**config.mk**
```make
export PLATFORM = sky130hd
export DESIGN_NAME = seg7_decoder
export DESIGN_NICKNAME = d
export VERILOG_FILES = /design/src/rtl/seg7_decoder.sv
export SDC_FILE = /design/constraint.sdc
export NUM_CORES = 1
export LEC_CHECK = 0
export ABC_AREA = 1
export BUFFER_PORTS_ARGS = -buffer_cell sky130_fd_sc_hd__clkbuf_2
export CAP_MARGIN = 20
export CORE_MARGIN = 1.5
export CORE_UTILIZATION = 41
export DETAILED_ROUTE_END_ITERATION = 12
export GPL_ROUTABILITY_DRIVEN = 0
export PLACE_DENSITY_LB_ADDON = 0.2
export SLEW_MARGIN = 20
export SYNTH_ARGS = -nofsm -noshare
export SYNTH_HDL_FRONTEND = slang
export SYNTH_SLANG_ARGS = --single-unit
```
**constraint.sdc**
```tcl
create_clock -name clk -period 1.6 [get_ports clk]
set_clock_uncertainty 0.15 [all_clocks]
set_input_delay 0.08 -clock clk [delete_from_list [all_inputs] [get_ports clk]]
set_output_delay 0.08 -clock clk [all_outputs]
set_load 0.01 [all_outputs]
```
**src/rtl/seg7_decoder.sv**
```systemverilog
// Receive-side 7-segment decoder: locks onto a pattern stable for STABLE_CYCLES
// accepted samples, then reports a BCD digit, a blank display or an illegal glyph.
module seg7_decoder #(
    parameter int unsigned STABLE_CYCLES = 4,
    parameter int unsigned ERR_CNT_W     = 8
) (
    input  logic                 clk,
    input  logic                 rst,
    input  logic [6:0]           seg_in,
    input  logic                 seg_valid,
    output logic [3:0]           digit,
    output logic                 digit_valid,
    output logic                 blank,
    output logic                 err,
    output logic [ERR_CNT_W-1:0] err_count,
    output logic                 locked
);

    localparam int unsigned CntW = $clog2(STABLE_CYCLES + 1);
    localparam logic [CntW:0] StableVal = (CntW + 1)'(STABLE_CYCLES);

    typedef enum logic [1:0] {StIdle, StCount, StLocked} state_e;

    state_e                state_q, state_d;
    logic [6:0]            cand_q, cand_d;
    logic [CntW-1:0]       cnt_q, cnt_d;
    logic [CntW:0]         cnt_inc;
    logic [3:0]            digit_q, digit_d;
    logic                  digit_valid_q, digit_valid_d;
    logic                  blank_q, blank_d;
    logic                  err_q, err_d;
    logic [ERR_CNT_W-1:0]  err_count_q, err_count_d;
    logic                  locked_q;
    logic                  report;
    logic                  dec_legal;
    logic [3:0]            dec_val;

    always_comb begin
        dec_legal = 1'b1;
        dec_val   = 4'd0;
        case (seg_in)
            7'h3F: dec_val = 4'd0;
            7'h06: dec_val = 4'd1;
            7'h5B: dec_val = 4'd2;
            7'h4F: dec_val = 4'd3;
            7'h66: dec_val = 4'd4;
            7'h6D: dec_val = 4'd5;
            7'h7D: dec_val = 4'd6;
            7'h07: dec_val = 4'd7;
            7'h7F: dec_val = 4'd8;
            7'h6F: dec_val = 4'd9;
            default: dec_legal = 1'b0;
        endcase
    end

    always_comb begin
        state_d = state_q;
        cand_d  = cand_q;
        cnt_d   = cnt_q;
        report  = 1'b0;
        cnt_inc = {1'b0, cnt_q} + (CntW + 1)'(1);
        if (seg_valid) begin
            // A new candidate either starts a count or, with a one-sample window, locks at once.
            if (state_q == StIdle || seg_in != cand_q) begin
                cand_d = seg_in;
                cnt_d  = CntW'(1);
                if (STABLE_CYCLES == 1) begin
                    report  = 1'b1;
                    state_d = StLocked;
                end else begin
                    state_d = StCount;
                end
            end else if (state_q == StCount) begin
                cnt_d = cnt_inc[CntW-1:0];
                if (cnt_inc == StableVal) begin
                    report  = 1'b1;
                    state_d = StLocked;
                end
            end
        end
    end

    always_comb begin
        digit_d       = digit_q;
        blank_d       = blank_q;
        digit_valid_d = 1'b0;
        err_d         = 1'b0;
        err_count_d   = err_count_q;
        if (report) begin
            if (seg_in == 7'h00) begin
                blank_d = 1'b1;
            end else if (dec_legal) begin
                digit_d       = dec_val;
                digit_valid_d = 1'b1;
                blank_d       = 1'b0;
            end else begin
                err_d = 1'b1;
                if (err_count_q != '1) begin
                    err_count_d = err_count_q + ERR_CNT_W'(1);
                end
            end
        end
    end

    always_ff @(posedge clk) begin
        if (rst) begin
            state_q       <= StIdle;
            cand_q        <= 7'h00;
            cnt_q         <= '0;
            digit_q       <= 4'd0;
            digit_valid_q <= 1'b0;
            blank_q       <= 1'b1;
            err_q         <= 1'b0;
            err_count_q   <= '0;
            locked_q      <= 1'b0;
        end else begin
            state_q       <= state_d;
            cand_q        <= cand_d;
            cnt_q         <= cnt_d;
            digit_q       <= digit_d;
            digit_valid_q <= digit_valid_d;
            blank_q       <= blank_d;
            err_q         <= err_d;
            err_count_q   <= err_count_d;
            locked_q      <= (state_d == StLocked);
        end
    end

    assign digit       = digit_q;
    assign digit_valid = digit_valid_q;
    assign blank       = blank_q;
    assign err         = err_q;
    assign err_count   = err_count_q;
    assign locked      = locked_q;

endmodule
```
## After elaboration in Yosys (flattened, before gate mapping)

Cells that the tools add are included.

- Register bits: 28
- Bits of input ports: 10
- Output and inout port bits: 16
- Word-level logic and storage cells: 57

- Add/subtract/negate cells: 2
- Eq/ne operators: 15
- Mux-type cells: 16
- Bitwise operators: 3
- Reductions and logical operators: 12

Operator list:

| kind | count |
|---|---|
| 7-bit equality test, second input constant | 7 |
| 4-bit case mux with 9 select lines | 1 |
| 7-bit by 3-bit equality test with 1-bit output, second input constant | 2 |
| 10-bit OR reduction | 1 |
| 1-bit two-way mux | 9 |
| 8-bit by 1-bit adder with 8-bit output, second input constant | 1 |
| 2-bit two-way mux | 4 |
| 8-bit inequality test, second input constant | 1 |
| 7-bit by 6-bit equality test with 1-bit output, second input constant | 1 |
| 7-bit zero test | 1 |
| 7-bit inequality test | 1 |
| 3-bit two-way mux | 2 |
| 2-bit AND reduction | 3 |
| 3-bit by 1-bit adder with 4-bit output, second input constant | 1 |
| 4-bit by 3-bit equality test with 1-bit output, second input constant | 1 |
| 4-bit AND reduction | 1 |
| 2-bit nonzero test | 2 |
| 1-bit inverter | 3 |
| 3-bit AND reduction | 1 |
| 3-bit OR reduction | 1 |
| 2-bit by 1-bit equality test with 1-bit output, second input constant | 1 |
| 2-bit equality test, second input constant | 1 |
| 2-bit zero test | 1 |
| 1-bit logical OR | 1 |

## Longest topological paths before layout

- Word-level depth: 8
- Mapped depth: 13
- Gate-level depth less buffers: 11

## Worst setup path before layout

No wires, ideal clock.

- Path type: reg-to-reg
- Start: register cnt_q[0]
- End: register err_count_q[2], in the netlist err_count[2]
- Library setup time: 113 ps
- Arrival: 1,449 ps
- Data required time: 1,337 ps
- Slack: -112 ps
- Cell stages (with the launch flop): 13
- Path buffers: 1
- Period minus slack after synthesis: 1,712 ps
- Path through: dfxtp_1 > ha_1 > inv_1 > nand2_1 > nand2_1 > nand3_1 > nor2_2 > nand3_2 > nor2_4 > buf_6 > nand2_1 > nand2_1 > nor2_1

- Word-level cells in the longest chain between the ends: 7

RTL lines:

| what | line | text |
|---|---|---|
| start: declaration | 26 | `logic [CntW-1:0] cnt_q, cnt_d;` |
| start signal: assignment | 119 | `cnt_q <= cnt_d;` |
| 3-bit by 1-bit adder with 4-bit output | 61 | `cnt_inc = {1'b0, cnt_q} + (CntW + 1)'(1);` |
| 4-bit by 3-bit equality test with 1-bit output | 75 | `if (cnt_inc == StableVal) begin` |
| 1-bit two-way mux | 75 |  |
| 1-bit two-way mux | 73 | `end else if (state_q == StCount) begin` |
| 1-bit two-way mux | 64 | `if (state_q == StIdle \|\| seg_in != cand_q) begin` |
| 1-bit two-way mux | 62 | `if (seg_valid) begin` |
| 4-bit AND reduction (no line) | - |  |
| end signal: assignment | 124 | `err_count_q <= err_count_d;` |
| end: declaration | 32 | `logic [ERR_CNT_W-1:0] err_count_q, err_count_d;` |

Every way passes these cells.
A chain may end at the register's enable or synchronous reset.

## Worst setup path after layout

- Start: register cnt_q[1]
- End: register digit_q[1], in the netlist digit[1]

- Word-level cells in the longest chain between the ends: 7

RTL lines:

| what | line | text |
|---|---|---|
| 3-bit by 1-bit adder with 4-bit output | 61 |  |
| 4-bit by 3-bit equality test with 1-bit output | 75 |  |
| 1-bit two-way mux | 75 |  |
| 1-bit two-way mux | 73 |  |
| 1-bit two-way mux | 64 |  |
| 1-bit two-way mux | 62 |  |
| 3-bit AND reduction (no line) | - |  |
| end signal: assignment | 120 | `digit_q <= digit_d;` |
| end: declaration | 28 | `logic [3:0] digit_q, digit_d;` |

Every way passes these cells.

==> flow_summary_export.csv <==
group,metric,value,unit
run_status,status,"complete, but fails checks",
run_status,violations,"setup timing",
synthesis,synthesis.nets,283,
grt,grt_max_degree,16,
min_path,hold_path.class,"in -> reg",
final_layout,fill_cells,378,
synthesis,synth_top_cell_by_area,"dfxtp_1",
synthesis,ys_ff_latch,28,
sta,hold_violations,0,
final_layout,finalNonFillerCells,388,
synthesis,synthXorXnorAreaFrac,0.0261,
synthesis,yosys.area_share.simple,0.425,
clock_tree,cts_inserted_buffers,3,
sta,period_share,1.07,
place,place_hpwl,2980,um
floorplan,dieArea,4480,um2
setup_path,path_buf_inv,1,
sta,slew_headroom,0.838,
final_layout,n_antenna_cell,0,
final_layout,finish.utilization,0.621,
setup_path,end_kind,"register",
synthesis,synth_edf_count,0,
final_layout,area_delta_synth_final,47.2,%
route,dr.first_iter.drc_count,80,
synthesis,async_flop_share,0,
clock_tree,clock-root-buffer,"clkbuf_8",
final_layout,seq_area,578,um2
synthesis,yosysUniqueCellTypes,25,
floorplan,die_h,66.9,um
grt,antenna_found_initial,0,
clock_tree,htreeDepth,1,
setup_path,worstPathRequired,1620,ps
sta,finalCriticalPeriod,1720,ps
route,wl,4340,um
run,maxCapViolCount,0,
sta,fmax,0.582,GHz
sta,setup_viol,17,
synthesis,syn-mean-instance-area,6.21,um2
setup_path,cp_cell_sequence,"ha_4 > inv_2 > nand2_2 > nand2_2 > nand3_4 > nor2_4 > nand2_2 > nor2_4 > nand2_2 > nand2_1 > a21oi_1",
clock_tree,clock_path_buffers,2,
setup_path,arrival,1740,ps
floorplan,num_rows,23,
synthesis,synth_compound_area_frac,0.0910,
setup_path,critPathTopFamily,"simple AND/OR/NAND/NOR gates",
final_layout,finalInstanceArea,2470,um2
floorplan,die-width,66.9,um
place,place_inst,373,
sta,slew_violations,0,
sta,fin_tns_setup,-1330,ps
synthesis,netlist_instances,270,
grt,grt_pass1_wl,7070,um
place,port_buffers,25,
setup_path,crit_slowest_cell,"dfxtp_4",
route,viasPerCell,4.76,
clock_tree,clk_latency,280,ps
synthesis,synth_ff_type,"dfxtp_1",
setup_path,worst_path_most_repeated_cell,"nand2_2",
sta,worst_pin_slew,243,ps
route,dr_total_vias,1848,
synthesis,synth_top_family_by_area,"simple AND/OR/NAND/NOR gates",
power_and_ir_drop,p_leak,1.15,nW
clock_tree,cts.sinks,28,
floorplan,initial_utilization,0.422,
grt,grt_remaining_overflow,0,
sta,finalWorstSetupSlack,-118,ps
synthesis,seq_area_frac_synth,0.334,
route,drc,0,
clock_tree,cts_tree,"yes",
place,place_area,2110,um2
route,wl_per_cell,11.2,um
setup_path,critPathMaxFanout,5,
route,firstDrtPassIters,5,
synthesis,synth_top_area_share,0.334,
power_and_ir_drop,power.total,1.44,mW
setup_path,startpoint_type,"register",
floorplan,ios,26,
sta,rsz0062_at_grt,"true",
synthesis,yosys-top-cells-count,"nand2_1, nor2_1, dfxtp_1, inv_1",
power_and_ir_drop,power.density,582,nW/um2
final_layout,multiInputGateArea,1130,um2
grt,grtUsageTotal,0.204,
final_layout,nets,352,
floorplan,core-area,3970,um2
synthesis,synth_most_common_cell,"nand2_1",
synthesis,synthTopCellsByArea,"dfxtp_1, nand2_1, nor2_1, inv_1, a21oi_1",
synthesis,synth_mux_area_frac,0,
clock_tree,clkTransAtPathRegs,100,ps
setup_path,path_class,"reg -> reg",
synthesis,synth-adder-area-share,0.0224,
grt,grt_pass1_vias,1718,
power_and_ir_drop,peakVddDrop,0.328,mV
synthesis,yosys_warnings,0,
setup_path,cpPeakStageDelay,370,ps
final_layout,drive_gt1_frac,0.417,
synthesis,netlist_area,1680,um2
route,postRouteAntennaNets,0,
==> power by group <==
group	internal, mW	total, mW	switching (mW)
registers	0.712	0.723	0.0112
clock network	0.220	0.446	0.225
logic	0.116	0.267	0.150
total	1.05	1.44	0.387
==> through the flow <==
stage               hold WS, ps  setup slack, ps
CTS                        14.0            -91.6
global route               33.4             -230
finish                     14.7             -118
global placement            208             -100
detailed placement          221             -158
floorplan                -0.934            -29.8
==> cells by family (layout without fill, tap and decap cells) <==
family	count (synthesis)	in the layout
fa+ha+maj	3	3
xor+xnor	5	5
simple gates	166	167
buf+inv	39	106
compound gates	29	29
flops	28	28
==> sequential cells by signal, summed over array words and instances, names as in the netlist <==
signal and count:
blank 1, cand_q 7, cnt_q 3, digit 4, digit_valid 1, err 1, err_count 8, locked 1
state_q 2
==> worst register-to-register path, stage by stage (launching register included) <==
cell     delay [ps]
dfxtp_4         370
ha_4            160
inv_2            50
nand2_2          40
nand2_2          90
nand3_4          90
nor2_4          180
nand2_2         100
nor2_4          170
nand2_2         110
nand2_1          80
a21oi_1          50
==> cells in the final DEF, fill, tap and decap left out, types with 8 or more instances in the layout <==
cell type,synthesis,routed
nand2_1,87,74
nor2_1,43,38
buf_4,4,35
clkbuf_2,0,25
inv_1,22,19
dfxtp_1,28,18
inv_2,10,13
nand2_2,2,13
a21oi_1,16,13
nand3_1,16,12
nor2_2,6,8
dfxtp_2,0,8
==> metal layers <==
layer  wire, um  part of all wire  vias to the layer above  track usage
met4         30            0.0069                        0       0.0689
li1           -                 -                      984            -
met5          0                 0                        -            0
met1       1890              0.44                      832        0.227
met2       2320              0.54                       28        0.395
met3         93             0.021                        4       0.0236
==> repair_timing <==
action	4_1_cts	5_1_grt
pin swaps	17	17
setup endpoints to repair	26	28
gates cloned	2	0
buffers inserted	4	1
resized for setup	32	35
hold buffers	4	0
endpoints found under the hold margin	9	0
==> path summary, 6_finish.rpt <==
| kind | start | end | slack, ps | depth (start not counted) |
|---|---|---|---|---|
| worst max-delay path | cnt_q[1] | digit[1] | -120 | 11 |
| worst min-delay path | seg_in[3] | cand_q[3] | 10 | 3 |
| worst max register to register | cnt_q[1] | digit[1] | -120 | 11 |
| worst min register to register | digit[3] | digit[3] | 330 | 2 |
==> cell type report <==
class | count | share of cell area
multi-input cells | 204 | 0.458
flip-flops and latches | 28 | 0.234
repair buffers | 70 | 0.211
inverters | 32 | 0.0487
well taps | 50 | 0.0254
clock buffers | 4 | 0.0223
No activity file was read; power rests on OpenSTA's default activity.
